File: config.mk
export PLATFORM = sky130hd
export DESIGN_NAME = seg7_readback
export DESIGN_NICKNAME = d
export VERILOG_FILES = /design/src/rtl/seg7_pkg.sv /design/src/rtl/seg7_pat2bcd.sv /design/src/rtl/seg7_readback.sv
export SDC_FILE = /design/constraint.sdc
export NUM_CORES = 1
export LEC_CHECK = 0
export CORE_UTILIZATION = 69
export DETAILED_ROUTE_END_ITERATION = 6
export DONT_BUFFER_PORTS = 1
export GPL_ROUTABILITY_DRIVEN = 0
export GPL_TIMING_DRIVEN = 0
export HOLD_SLACK_MARGIN = 0.06
export PLACE_DENSITY_LB_ADDON = 0.2
export SLEW_MARGIN = 20
export SYNTH_ARGS = -nofsm -noshare
export SYNTH_HDL_FRONTEND = slang
export SYNTH_HIERARCHICAL = 1
export SYNTH_SLANG_ARGS = --single-unit
File: constraint.sdc
create_clock -name clk -period 12 [get_ports clk]
set_input_delay 2.4 -clock clk [delete_from_list [all_inputs] [get_ports clk]]
set_output_delay 2.4 -clock clk [all_outputs]
set_load 0.05 [all_outputs]
File: src/rtl/seg7_pkg.sv
// Shared 7-segment definitions: active-low segment patterns (bit 0 = segment a),
// decoded digit codes, and the readback FSM state encoding.
package seg7_pkg;

    localparam logic [6:0] SEG_0     = 7'h40;
    localparam logic [6:0] SEG_1     = 7'h79;
    localparam logic [6:0] SEG_2     = 7'h24;
    localparam logic [6:0] SEG_3     = 7'h30;
    localparam logic [6:0] SEG_4     = 7'h19;
    localparam logic [6:0] SEG_5     = 7'h12;
    localparam logic [6:0] SEG_6     = 7'h02;
    localparam logic [6:0] SEG_7     = 7'h78;
    localparam logic [6:0] SEG_8     = 7'h00;
    localparam logic [6:0] SEG_9     = 7'h10;
    localparam logic [6:0] SEG_BLANK = 7'h7F;

    localparam logic [3:0] BCD_BLANK = 4'hE;
    localparam logic [3:0] BCD_BAD   = 4'hF;

    typedef enum logic [1:0] {
        ST_IDLE        = 2'd0,
        ST_WAIT_STABLE = 2'd1,
        ST_DECODE      = 2'd2,
        ST_DONE        = 2'd3
    } state_e;

    // Forward mapping used by the encoder; codes above 9 other than BLANK go dark too.
    function automatic logic [6:0] bcd2seg(input logic [3:0] digit);
        case (digit)
            4'd0:    bcd2seg = SEG_0;
            4'd1:    bcd2seg = SEG_1;
            4'd2:    bcd2seg = SEG_2;
            4'd3:    bcd2seg = SEG_3;
            4'd4:    bcd2seg = SEG_4;
            4'd5:    bcd2seg = SEG_5;
            4'd6:    bcd2seg = SEG_6;
            4'd7:    bcd2seg = SEG_7;
            4'd8:    bcd2seg = SEG_8;
            4'd9:    bcd2seg = SEG_9;
            default: bcd2seg = SEG_BLANK;
        endcase
    endfunction

endpackage

File: src/rtl/seg7_pat2bcd.sv
// Combinational inverse of the segment encoder: one active-low pattern to a digit
// code plus an illegal-pattern flag.
module seg7_pat2bcd
    import seg7_pkg::*;
(
    input  logic [6:0] pat_i,
    output logic [3:0] bcd_c_o,
    output logic       bad_c_o
);

    always_comb begin
        bcd_c_o = BCD_BAD;
        bad_c_o = 1'b1;
        case (pat_i)
            SEG_0:     begin bcd_c_o = 4'd0;      bad_c_o = 1'b0; end
            SEG_1:     begin bcd_c_o = 4'd1;      bad_c_o = 1'b0; end
            SEG_2:     begin bcd_c_o = 4'd2;      bad_c_o = 1'b0; end
            SEG_3:     begin bcd_c_o = 4'd3;      bad_c_o = 1'b0; end
            SEG_4:     begin bcd_c_o = 4'd4;      bad_c_o = 1'b0; end
            SEG_5:     begin bcd_c_o = 4'd5;      bad_c_o = 1'b0; end
            SEG_6:     begin bcd_c_o = 4'd6;      bad_c_o = 1'b0; end
            SEG_7:     begin bcd_c_o = 4'd7;      bad_c_o = 1'b0; end
            SEG_8:     begin bcd_c_o = 4'd8;      bad_c_o = 1'b0; end
            SEG_9:     begin bcd_c_o = 4'd9;      bad_c_o = 1'b0; end
            SEG_BLANK: begin bcd_c_o = BCD_BLANK; bad_c_o = 1'b0; end
            default:   begin bcd_c_o = BCD_BAD;   bad_c_o = 1'b1; end
        endcase
    end

endmodule

File: src/rtl/seg7_readback.sv
// Snapshots the active-low 7-segment buses, waits for them to settle, then decodes
// one digit per cycle and publishes the result atomically with a one-cycle strobe.
module seg7_readback
    import seg7_pkg::*;
#(
    parameter int unsigned NUM_DIGITS  = 6,
    parameter int unsigned STABLE_CYC  = 4,
    parameter int unsigned TIMEOUT_CYC = 64
) (
    input  logic                      clk,
    input  logic                      rst_n,
    input  logic [7*NUM_DIGITS-1:0]   hex_in,
    input  logic                      sample_en,
    output logic [4*NUM_DIGITS-1:0]   bcd_out,
    output logic [NUM_DIGITS-1:0]     bad_mask,
    output logic                      timeout,
    output logic                      snap_valid,
    output logic                      busy
);

    localparam int unsigned HEX_W  = 7 * NUM_DIGITS;
    localparam int unsigned BCD_W  = 4 * NUM_DIGITS;
    localparam int unsigned IDX_W  = (NUM_DIGITS > 1) ? $clog2(NUM_DIGITS) : 1;
    localparam int unsigned SCNT_W = $clog2(STABLE_CYC + 1);
    localparam int unsigned TCNT_W = $clog2(TIMEOUT_CYC + 1);

    state_e             state_q,    state_d;
    logic [HEX_W-1:0]   shadow_q,   shadow_d;
    logic [SCNT_W-1:0]  scnt_q,     scnt_d;
    logic [TCNT_W-1:0]  tcnt_q,     tcnt_d;
    logic [IDX_W-1:0]   idx_q,      idx_d;
    logic [BCD_W-1:0]   work_bcd_q, work_bcd_d;
    logic [NUM_DIGITS-1:0] work_bad_q, work_bad_d;
    logic [BCD_W-1:0]   bcd_q,      bcd_d;
    logic [NUM_DIGITS-1:0] bad_q,   bad_d;
    logic               timeout_q,  timeout_d;
    logic               snap_q,     snap_d;
    logic               busy_q,     busy_d;

    logic [6:0]         cur_pat;
    logic [3:0]         dec_bcd;
    logic               dec_bad;

    // Digit currently being decoded, taken from the frozen shadow copy.
    always_comb begin
        cur_pat = '0;
        for (int unsigned i = 0; i < NUM_DIGITS; i++) begin
            if (idx_q == IDX_W'(i)) cur_pat = shadow_q[7*i +: 7];
        end
    end

    seg7_pat2bcd u_pat2bcd (
        .pat_i   (cur_pat),
        .bcd_c_o (dec_bcd),
        .bad_c_o (dec_bad)
    );

    always_ff @(posedge clk or negedge rst_n) begin
        if (!rst_n) begin
            state_q    <= ST_IDLE;
            shadow_q   <= '0;
            scnt_q     <= '0;
            tcnt_q     <= '0;
            idx_q      <= '0;
            work_bcd_q <= '0;
            work_bad_q <= '0;
            bcd_q      <= {NUM_DIGITS{BCD_BLANK}};
            bad_q      <= '0;
            timeout_q  <= 1'b0;
            snap_q     <= 1'b0;
            busy_q     <= 1'b0;
        end else begin
            state_q    <= state_d;
            shadow_q   <= shadow_d;
            scnt_q     <= scnt_d;
            tcnt_q     <= tcnt_d;
            idx_q      <= idx_d;
            work_bcd_q <= work_bcd_d;
            work_bad_q <= work_bad_d;
            bcd_q      <= bcd_d;
            bad_q      <= bad_d;
            timeout_q  <= timeout_d;
            snap_q     <= snap_d;
            busy_q     <= busy_d;
        end
    end

    always_comb begin
        state_d    = state_q;
        shadow_d   = shadow_q;
        scnt_d     = scnt_q;
        tcnt_d     = tcnt_q;
        idx_d      = idx_q;
        work_bcd_d = work_bcd_q;
        work_bad_d = work_bad_q;
        bcd_d      = bcd_q;
        bad_d      = bad_q;
        timeout_d  = timeout_q;
        snap_d     = 1'b0;

        case (state_q)
            ST_IDLE: begin
                if (sample_en) begin
                    shadow_d = hex_in;
                    scnt_d   = '0;
                    tcnt_d   = '0;
                    state_d  = ST_WAIT_STABLE;
                end
            end

            // Stability wins over timeout; timeout fires once the full budget has elapsed.
            ST_WAIT_STABLE: begin
                tcnt_d = tcnt_q + 1'b1;
                if (hex_in == shadow_q) begin
                    scnt_d = scnt_q + 1'b1;
                end else begin
                    shadow_d = hex_in;
                    scnt_d   = '0;
                end
                if (scnt_d == SCNT_W'(STABLE_CYC)) begin
                    idx_d   = '0;
                    state_d = ST_DECODE;
                end else if (tcnt_q == TCNT_W'(TIMEOUT_CYC)) begin
                    work_bcd_d = {NUM_DIGITS{BCD_BAD}};
                    work_bad_d = '1;
                    bcd_d      = {NUM_DIGITS{BCD_BAD}};
                    bad_d      = '1;
                    timeout_d  = 1'b1;
                    snap_d     = 1'b1;
                    state_d    = ST_DONE;
                end
            end

            ST_DECODE: begin
                for (int unsigned i = 0; i < NUM_DIGITS; i++) begin
                    if (idx_q == IDX_W'(i)) begin
                        work_bcd_d[4*i +: 4] = dec_bcd;
                        work_bad_d[i]        = dec_bad;
                    end
                end
                if (idx_q == IDX_W'(NUM_DIGITS - 1)) begin
                    bcd_d     = work_bcd_d;
                    bad_d     = work_bad_d;
                    timeout_d = 1'b0;
                    snap_d    = 1'b1;
                    state_d   = ST_DONE;
                end else begin
                    idx_d = idx_q + 1'b1;
                end
            end

            ST_DONE: begin
                state_d = ST_IDLE;
            end

            default: begin
                state_d = ST_IDLE;
            end
        endcase

        busy_d = (state_d != ST_IDLE);
    end

    assign bcd_out    = bcd_q;
    assign bad_mask   = bad_q;
    assign timeout    = timeout_q;
    assign snap_valid = snap_q;
    assign busy       = busy_q;

endmodule

; Word level (Yosys, flattened, before mapping)
; Index checks and enable logic that the tools add are counted.
[word_totals]
ff_bits = 120
output_inout_bits = 33
elab_cells = 110
[op_classes]
n_addsub = 3
n_eq_ne = 28
muxes = 55
reduce_logical = 12
[ops]
columns = cell, count
row1 = $pmux W24 S2, 2
row2 = $mux W42, 2
row3 = $pmux W42 S2, 1
row4 = $mux W24, 3
row5 = $mux W7, 7
row6 = $pmux W4 S11, 1
row7 = $eq A42 B42 Y1, 1
row8 = $eq A7 B7 Y1 const B, 5
row9 = $mux W4, 6
row10 = $pmux W6 S2, 2
row11 = $eq A7 B5 Y1 const B, 3
row12 = $mux W6, 3
row13 = $mux W3, 5
row14 = $eq A7 B6 Y1 const B, 2
row15 = $ne A2 B2 Y1 const B, 7
row16 = $pmux W7 S2, 1
row17 = $mux W1, 13
row18 = $pmux W3 S2, 2
row19 = $reduce_or A11 Y1, 1
row20 = $eq A3 B3 Y1 const B, 3
row21 = $reduce_and A3 Y1, 3
row22 = $mux W2, 4
row23 = $pmux W2 S4, 1
row24 = $add A7 B1 Y7 const B, 1
row25 = 13 further kinds, 19

; Depth between registers and ports, before layout
; Gate-level depths: netlist of run 1.
[depth]
depth_word = 13
ltp_mapped = 18
ltp_nobuf = 16

; Hierarchy
; Netlist of run 1, hierarchy kept.
[modules_own_cells]
columns = mod, n_inst, cells_per_inst, area_per_inst_um2, seq_area_each_um2
row1 = seg7_readback, 1, 601, 6356.1, 2900.3
row2 = seg7_pat2bcd, 1, 40, 304.0, 0.0

; Worst setup path before layout of run 1
; Ideal clock, no wire load.
[synth_timing]
kind = input port to flip-flop
startpoint = input port hex_in[32]
endpoint = register shadow_q[0]
setup_time_ns = 0.125
arrival_time_ns = 3.982
path_slack_ns = 7.893
path_stages = 8
n_path_buf = 2
path_cell_list = xnor2_1 -> nand4_1 -> nor4_1 -> nand4_1 -> nand2b_1 -> buf_2 -> buf_4 -> mux2_2
[synth_via]
elab_chain_cells = 3
[synth_lines]
columns = item, line
row1 = "start, declared", seg7_readback.sv:12  ; input logic [7*NUM_DIGITS-1:0] hex_in,
row2 = $eq A42 B42 Y1, seg7_readback.sv:114  ; if (hex_in == shadow_q) begin
row3 = $ne A2 B2 Y1 (no source line), -
row4 = $reduce_and A3 Y1 (no source line), -
row5 = "end signal, assigned", seg7_readback.sv:74  ; shadow_q <= shadow_d;
row6 = "end, declared", seg7_readback.sv:28  ; logic [HEX_W-1:0] shadow_q, shadow_d;
; Every way passes these cells.
; A chain may end at the register's enable or synchronous reset.

; Final worst setup path of run 1
[layout_timing]
startpoint = register idx_q[2]
endpoint = register bcd_q[12] (netlist: bcd_out[12])
[layout_via]
elab_chain_cells = 12
word_cells_on_any_way = 29
cone_classes = eq/ne: 16 / mux: 10 / reduce/logical: 3
[layout_lines]
columns = item, line
row1 = "start, declared", seg7_readback.sv:31  ; logic [IDX_W-1:0] idx_q, idx_d;
row2 = "start signal, assigned", seg7_readback.sv:77  ; idx_q <= idx_d;
row3 = $logic_not A3 Y1, seg7_readback.sv:48  ; if (idx_q == IDX_W'(i)) cur_pat = shadow_q[7*i +: 7];
row4 = $mux W7 (5 in a row), seg7_readback.sv:48
row5 = $mux W7 *, seg7_readback.sv:48
row6 = named net cur_pat[6], seg7_readback.sv:40  ; logic [6:0] cur_pat;
row7 = $eq A7 B7 Y1 (tied with other cells), seg7_pat2bcd.sv:14  ; case (pat_i)
row8 = $pmux W4 S11 *, seg7_pat2bcd.sv:14
row9 = named net dec_bcd[0], seg7_readback.sv:41  ; logic [3:0] dec_bcd;
row10 = $mux W4 *, seg7_readback.sv:136  ; if (idx_q == IDX_W'(i)) begin
row11 = $mux W24 *, seg7_readback.sv:141  ; if (idx_q == IDX_W'(NUM_DIGITS - 1)) begin
row12 = $pmux W24 S2 *, seg7_readback.sv:101  ; case (state_q)
row13 = "end signal, assigned", seg7_readback.sv:67  ; bcd_q <= {NUM_DIGITS{BCD_BLANK}};
row14 = "end, declared", seg7_readback.sv:34  ; logic [BCD_W-1:0] bcd_q, bcd_d;
; The timed path passes the listed nets; every way through them passes the cells marked *. The select of a mux whose other input is x is not followed.

==> flow_summary.yaml, run 1 <==
status:
  outcome: "completed"
drt:
  route.antenna.remaining_nets: 0
  post-route-drc-count: 0
  firstDrtPassIters: 6
  drt-wirelength-per-cell_um: 22.6
  detailroute.via_count: 5595
  drt_iter0_markers: 774
  totalWireLength_mm: 18.1
  avgViaCountPerCell: 6.98
finish:
  register_area_um2: 2900
  area_of_combinational_cells_with_multiple_inputs_um2: 3470
  finalNonFillerCells: 802
  final_design_area_no_fill_um2: 7430
  antenna_cells: 0
  final_nets: 716
  post_route_cells_drive_above_1_share: 0.195
  final_core_utilization: 0.800
  areaGrowthSynthToFinish_pct: 11.5
  fillerInstances: 571
floorplan:
  floorplan.initialDensity: 0.717
  die_extent_in_y_um: 100
  coreArea_um2: 9280
  floorplan.io_pins: 78
  floorplan.die_area_um2: 10000
  die_w_um: 100
  std_cell_rows: 35
sta:
  grt_setup_unrepaired: "no"
  maxSlewViolCount: 0
  fin_hold_ws_ns: 0.483
  max_freq_ghz: 0.180
  actual_transition_at_the_worst_max_transition_pin_ns: 0.791
  finClkSkew_ns: 0.0149
  report.final.hold_viol_count: 0
  final.min_clock_period_ns: 5.54
  post-route-period-util: 0.462
  relSlewSlack: 0.472
  final-setup-viol-count: 0
  tns_ns: 0
clock_tree:
  clock_latency_ns: 0.53
  cts.repair_timing.setup_buffer_count: 0
  tritoncts.num_buffers: 17
  cts-root-buf: "sky130_fd_sc_hd__clkbuf_8"
  cts_tree: "done"
  cts.repair.resized: 0
  cts_max_path_buffers: 2
  clkTransAtPathRegs_ns: 0.06
  post_cts_hold_buffer_count: 0
  numClockSinks: 115
  h_tree_levels: 4
yosys:
  synth.distinct_cells: 64
  yosys_register_bits: 115
  synth_edf_count: 0
  post_synth_instance_area_um2: 6660
  synthDominantAreaCellType: "sky130_fd_sc_hd__dfrtp_1"
  yosys.area.top_type_share: 0.364
  seq_area_frac_synth: 0.435
  yosys_warnings: 6
  ys_async_sr_fraction: 1.00
  post_synth.cell_area_avg_um2: 10.4
  postSynthNetCount: 697
  number_of_cells_produced_by_synthesis: 641
  synth.area.top_cells: "sky130_fd_sc_hd__dfrtp_1 (36%), sky130_fd_sc_hd__dfstp_2 (7.1%), sky130_fd_sc_hd__mux2_2 (7.1%), sky130_fd_sc_hd__xnor2_1 (5.7%), sky130_fd_sc_hd__o32a_1 (3.5%)"
  synthFlopType: "sky130_fd_sc_hd__dfrtp_1"
min_path:
  min_path_cells: 1
  hp-start: "work_bcd_q[10]$_DFFE_PN0P_"
  holdCritPathClass: "flip-flop to flip-flop"
pwr:
  worst_ir_drop_vdd_mv: 0.230
  intPower_uw: 1380
  switching_share: 0.468
  seqPwrFrac: 0.336
  powerDensity_nw_per_um2: 348
  clkPwrFrac: 0.198
  leakagePower_uw: 0.00285
  comb_power_share: 0.467
  total_switching_power_uw: 1210
setup_path:
  critPathLaunchType: "flip-flop"
  worstSetupStartpoint: "idx_q[2]$_DFFE_PN0P_"
  worst_r2r_startpoint: "idx_q[2]$_DFFE_PN0P_"
  critical_path.max_fanout: 10
  worstRegToRegCells: 16
  cp_data_arrival_time_ns: 5.95
  worstPathRequired_ns: 12.41
  cp-end-kind: "flip-flop"
  worst-setup-path-type: "flip-flop to flip-flop"
placed_design:
  io_buffers: 0
  post_dp_cell_area_um2: 6820
  dp.final_hpwl_mm: 12.6
  post-place-cells: 770
grt:
  grt_antenna_before_repair: 0
  grt_max_degree: 116
  grt_remaining_overflow: 0
  grt_pass1_wl_mm: 28.7
  globalRouteTotalUtil: 0.381
  number_of_global_route_vias_before_repair: 5604
flow_run:
  max_cap_violations: 0
## layout by cell type (no fill, tap or decap), types with 4 or more instances in the layout
cell / count
sky130_fd_sc_hd__dfrtp_1: 97
sky130_fd_sc_hd__nand2_1: 48
sky130_fd_sc_hd__xnor2_1: 43
sky130_fd_sc_hd__mux2_2: 42
sky130_fd_sc_hd__nor2_1: 41
sky130_fd_sc_hd__a21oi_1: 30
sky130_fd_sc_hd__clkbuf_1: 27
sky130_fd_sc_hd__nand4_1: 23
sky130_fd_sc_hd__o32a_1: 23
sky130_fd_sc_hd__o21ai_0: 19
sky130_fd_sc_hd__o22a_1: 19
sky130_fd_sc_hd__dfstp_2: 18
sky130_fd_sc_hd__inv_1: 16
sky130_fd_sc_hd__clkbuf_16: 16
sky130_fd_sc_hd__nand3_1: 12
sky130_fd_sc_hd__nand4b_1: 11
sky130_fd_sc_hd__ha_1: 11
sky130_fd_sc_hd__nor3_1: 10
sky130_fd_sc_hd__o31ai_1: 9
sky130_fd_sc_hd__mux2i_1: 9
sky130_fd_sc_hd__nand3b_1: 8
sky130_fd_sc_hd__nand2b_1: 8
sky130_fd_sc_hd__or2_2: 8
sky130_fd_sc_hd__buf_4: 8
sky130_fd_sc_hd__a222oi_1: 7
sky130_fd_sc_hd__a41o_1: 7
sky130_fd_sc_hd__a21oi_2: 5
sky130_fd_sc_hd__a22oi_1: 5
sky130_fd_sc_hd__a221oi_1: 5
sky130_fd_sc_hd__or4_1: 5
sky130_fd_sc_hd__a31o_1: 5
sky130_fd_sc_hd__o21ba_1: 5
sky130_fd_sc_hd__clkinv_4: 5
sky130_fd_sc_hd__and2_1: 4
sky130_fd_sc_hd__buf_2: 4
sky130_fd_sc_hd__buf_6: 4
## power groups by stage
| stage | Combinational [µW] | Clock, µW | Sequential [µW] |
|---|---|---|---|
| 6_report | 1210 | 512 | 869 |
| 5_1_grt | 1280 | 531 | 884 |
| 4_1_cts | 1160 | 512 | 865 |
| 3_5_place_dp | 1140 | 0 | 870 |
| 3_3_place_gp | 1100 | 0 | 862 |
| 2_1_floorplan | 886 | 0 | 834 |
## kinds of logic after synthesis
logic type | Yosys count | share of synthesized area
adders and majority gates | 11 | 0.0207
muxes | 51 | 0.0845
and+or+nand+nor | 198 | 0.168
DFF | 115 | 0.435
AOI/OAI and AO/OA | 162 | 0.191
xor gates and xnor gates | 43 | 0.0565
buffers and inverters | 61 | 0.0441
## cell type report
cell class	instances	share of cell area
flip-flops and latches	115	0.390
plain buffers	45	0.0315
inverters	16	0.00808
clock buffers	18	0.0563
clock inverters	14	0.0244
multi-input cells	465	0.468
well taps	129	0.0217
## synthesized netlist by cell type (all sizes together) (4+ instances only)
cell     n
clkbuf  26
inv     16
nand4   24
ha      11
nand3   12
buf     19
o31ai    9
dfstp   18
nor3    12
a31o     6
xnor2   43
nand2b   8
or4      5
o21ai   21
mux2i    9
mux2    42
a22oi    5
a21oi   35
or2      8
nor2    41
a222oi   7
and2     4
a41o     7
nand4b  11
nor4     5
a221oi   5
o22a    19
dfrtp   97
o32a    23
o21ba    5
nand2   48
nand3b   8
## routing by layer
layer	vias to the layer above	GRT usage	wire length, µm
met2	361	0.607	8600
met4	0	0.161	539
met3	58	0.107	1940
li1	2449	-	-
met5	-	0	0
met1	2727	0.490	7060
## registers in the layout, indices dropped and copies added (netlist names)
| signal | cells |
|---|---|
| shadow_q | 42 |
| bcd_out | 24 |
| work_bcd_q | 20 |
| tcnt_q | 7 |
| bad_mask | 6 |
| work_bad_q | 5 |
| idx_q | 3 |
| scnt_q | 3 |
| state_q | 2 |
| busy | 1 |
| snap_valid | 1 |
| timeout | 1 |
## path summary, 6_finish.rpt
| path | to | slack, ns |
|---|---|---|
| min in group asynchronous | shadow_q[32]$_DFFE_PN0P_ | 1.56 |
| hold reg to reg | work_bcd_q[10]$_DFFE_PN0P_ | 0.48 |
| hold / removal | work_bcd_q[10]$_DFFE_PN0P_ | 0.48 |
| setup reg to reg | bcd_out[12]$_DFFE_PN0P_ | 6.46 |
| setup / recovery | bcd_out[12]$_DFFE_PN0P_ | 6.46 |
| max in group asynchronous | bcd_out[2]$_DFFE_PN1P_ | 10.15 |
## through the flow
step	total power, µW	setup slack (ns)
3_3_place_gp	1960	6.69
5_1_grt	2690	6.31
3_5_place_dp	2010	6.51
2_1_floorplan	1720	7.89
6_report	2590	6.46
4_1_cts	2540	6.34
## critical path, stage by stage, from the launching register on
cell	delay, ns
sky130_fd_sc_hd__dfrtp_1	0.36
sky130_fd_sc_hd__clkbuf_1	0.21
sky130_fd_sc_hd__inv_1	0.13
sky130_fd_sc_hd__clkbuf_1	0.45
sky130_fd_sc_hd__ha_1	0.27
sky130_fd_sc_hd__clkbuf_1	0.52
sky130_fd_sc_hd__inv_1	0.19
sky130_fd_sc_hd__nor2_1	0.49
sky130_fd_sc_hd__a222oi_1	0.26
sky130_fd_sc_hd__a21oi_1	0.51
sky130_fd_sc_hd__mux2i_1	0.18
sky130_fd_sc_hd__a32oi_2	0.26
sky130_fd_sc_hd__o21ai_2	0.10
sky130_fd_sc_hd__o311ai_2	0.69
sky130_fd_sc_hd__mux2i_1	0.26
sky130_fd_sc_hd__a41o_1	0.30
sky130_fd_sc_hd__a221oi_1	0.26
Note: power is estimated with default switching activity, not from simulation.
==> run 2, diff against run 1 <==
--- a/config.mk
+++ b/config.mk
@@ -5,7 +5,7 @@
 export SDC_FILE = /design/constraint.sdc
 export NUM_CORES = 1
 export LEC_CHECK = 0
-export CORE_UTILIZATION = 69
+export CORE_UTILIZATION = 64
 export DETAILED_ROUTE_END_ITERATION = 6
 export DONT_BUFFER_PORTS = 1
 export GPL_ROUTABILITY_DRIVEN = 0
==> constraint.sdc (replaced) <==
create_clock -name clk -period 5.8 [get_ports clk]
set_input_delay 1.16 -clock clk [delete_from_list [all_inputs] [get_ports clk]]
set_output_delay 1.16 -clock clk [all_outputs]
set_load 0.05 [all_outputs]
==> run 2 against run 1 <==
Utilization fell by 4.9 points; sequential share of layout area fell by 0.085 points; clock skew fell by 0.0070 ns.
==> flow_summary.yaml, run 2 (synthesis results as in run 1) <==
finish:
  fillerInstances: 683
  register_containing_the_most_flip_flops_in_the_final_layout: "shadow_q"
  layout_commonest_cell: "sky130_fd_sc_hd__dfrtp_1"
  post_route_cells_drive_above_1_share: 0.195
  areaGrowthSynthToFinish_pct: 11.8
  antenna_cells: 0
  flip_flop_count_of_the_largest_register_all_copies_and_words_added: 42
  final_core_utilization: 0.751
  final_nets: 716
  mostFrequentLayoutCells: "sky130_fd_sc_hd__dfrtp_1 (97), sky130_fd_sc_hd__nand2_1 (48), sky130_fd_sc_hd__xnor2_1 (43)"
setup_path:
  worst-setup-path-type: "flip-flop to flip-flop"
  worstPathRequired_ns: 6.28
  rr_endpoint: "bad_mask[5]$_DFFE_PN0P_"
  worstRegToRegCells: 17
  critical_path.max_fanout: 10
  r2r_setup_slack_ns: 0.39
  critPathLaunchType: "flip-flop"
  worst_r2r_startpoint: "idx_q[2]$_DFFE_PN0P_"
  cp-end-kind: "flip-flop"
  cp_data_arrival_time_ns: 5.89
floorplan:
  die_w_um: 104
  coreArea_um2: 9910
  floorplan.die_area_um2: 10800
  floorplan.io_pins: 78
  floorplan.initialDensity: 0.672
  die_extent_in_y_um: 104
  std_cell_rows: 36
sta:
  grt_setup_unrepaired: "no"
  actual_transition_at_the_worst_max_transition_pin_ns: 0.914
  post-route-period-util: 0.932
  max_freq_ghz: 0.185
  final-setup-viol-count: 0
  maxSlewViolCount: 0
  final.setup.worst_slack_ns: 0.392
  final.min_clock_period_ns: 5.41
  relSlewSlack: 0.389
  fin_hold_ws_ns: 0.312
  report.final.hold_viol_count: 0
  tns_ns: 0
  finClkSkew_ns: 0.00785
clock_tree:
  cts-root-buf: "sky130_fd_sc_hd__clkbuf_8"
  cts.repair.resized: 0
  cts.repair_timing.setup_buffer_count: 0
  tritoncts.num_buffers: 17
  numClockSinks: 115
  clkTransAtPathRegs_ns: 0.06
  cts_tree: "done"
  clock_latency_ns: 0.55
  h_tree_levels: 4
  post_cts_hold_buffer_count: 0
  cts_max_path_buffers: 2
grt:
  met3_usage: 0.118
  global_route.usage.met1: 0.459
  grt_busiest_layer: "met2"
  number_of_global_route_vias_before_repair: 5888
  grt_remaining_overflow: 0
  grt_antenna_before_repair: 0
  globalRouteTotalUtil: 0.359
  grt.met2_usage: 0.561
  grt_max_degree: 116
  grt_pass1_wl_mm: 30.0
drt:
  totalWireLength_mm: 18.4
  detailroute.via_count: 5581
  firstDrtPassIters: 6
  avgViaCountPerCell: 6.92
  drt_iter0_markers: 650
  route.antenna.remaining_nets: 0
  drt-wirelength-per-cell_um: 22.8
  post-route-drc-count: 0
min_path:
  holdCritPathClass: "primary input to asynchronous set/reset pin"
placed_design:
  pre_cts_ws_ns: 0.358
  dp.final_hpwl_mm: 13.0
  io_buffers: 0
status:
  outcome: "completed"
pwr:
  powerDensity_nw_per_um2: 722
  worst_ir_drop_vdd_mv: 0.480
  leakagePower_uw: 0.00285
flow_run:
  max_cap_violations: 0
-- run 2: changes by cell type in the layout (fill, tap and decap cells not counted), sizes merged --
cell / change
clkinvlp: +1
clkinv: -3
clkbuf: +3
inv: -1
-- run 2: report_power, final --
| part | switching (µW) | internal [µW] | total [µW] |
|---|---|---|---|
| registers | 647 | 1160 | 1810 |
| clock network | 389 | 690 | 1080 |
| logic | 1460 | 1030 | 2490 |
-- run 2: layout make-up --
cell class	count	area [µm²]	share of cell area
Buffer	45	234	0.0314
Clock buffer	21	459	0.0617
Clock inverter	11	151	0.0203
Inverter	16	60.1	0.00807
Multi-Input combinational cell	465	3470	0.467
Sequential cell	115	2900	0.390
Tap cell	133	166	0.0224
-- run 2: stage by stage --
stage / instances / power, µW / area, µm²
after floorplan: 641 / 3560 / 6660
after global placement: 774 / 4070 / 6830
after detailed placement: 774 / 4190 / 6830
after CTS: 806 / 5280 / 7440
after global routing: 806 / 5610 / 7440
final: 806 / 5370 / 7440
-- run 2: layer usage --
layer,vias up,wire length (µm)
li1,2448,-
met5,-,0
met3,66,1910
met4,0,554
met2,330,8720
met1,2737,7210
-- run 2: worst max path at each step --
stage,startpoint,endpoint,slack (ns),cells past startpoint
6_report,idx_q[2]$_DFFE_PN0P_,bad_mask[5]$_DFFE_PN0P_,0.39,17
5_1_grt,idx_q[2]$_DFFE_PN0P_,bad_mask[3]$_DFFE_PN0P_,0.15,16
4_1_cts,idx_q[2]$_DFFE_PN0P_,bcd_out[12]$_DFFE_PN0P_,0.33,16
3_5_place_dp,idx_q[2]$_DFFE_PN0P_,bcd_out[12]$_DFFE_PN0P_,0.36,16
3_3_place_gp,idx_q[2]$_DFFE_PN0P_,bcd_out[12]$_DFFE_PN0P_,0.58,16
2_1_floorplan,idx_q[2]$_DFFE_PN0P_,bcd_out[12]$_DFFE_PN0P_,1.81,16
-- run 2: worst max-delay path, cell delays in order, from the launching register on --
cell and delay (ns):
sky130_fd_sc_hd__dfrtp_1 0.35, sky130_fd_sc_hd__clkbuf_1 0.19, sky130_fd_sc_hd__inv_1 0.11, sky130_fd_sc_hd__clkbuf_1 0.44, sky130_fd_sc_hd__ha_1 0.26, sky130_fd_sc_hd__clkbuf_1 0.49
sky130_fd_sc_hd__inv_1 0.20, sky130_fd_sc_hd__nor2_1 0.50, sky130_fd_sc_hd__a222oi_1 0.20, sky130_fd_sc_hd__a21oi_1 0.51, sky130_fd_sc_hd__mux2i_1 0.18, sky130_fd_sc_hd__a32oi_2 0.26
sky130_fd_sc_hd__o21ai_2 0.11, sky130_fd_sc_hd__o31ai_1 0.69, sky130_fd_sc_hd__nand2b_1 0.34, sky130_fd_sc_hd__nor2_1 0.08, sky130_fd_sc_hd__a31o_1 0.23, sky130_fd_sc_hd__o21ba_1 0.20
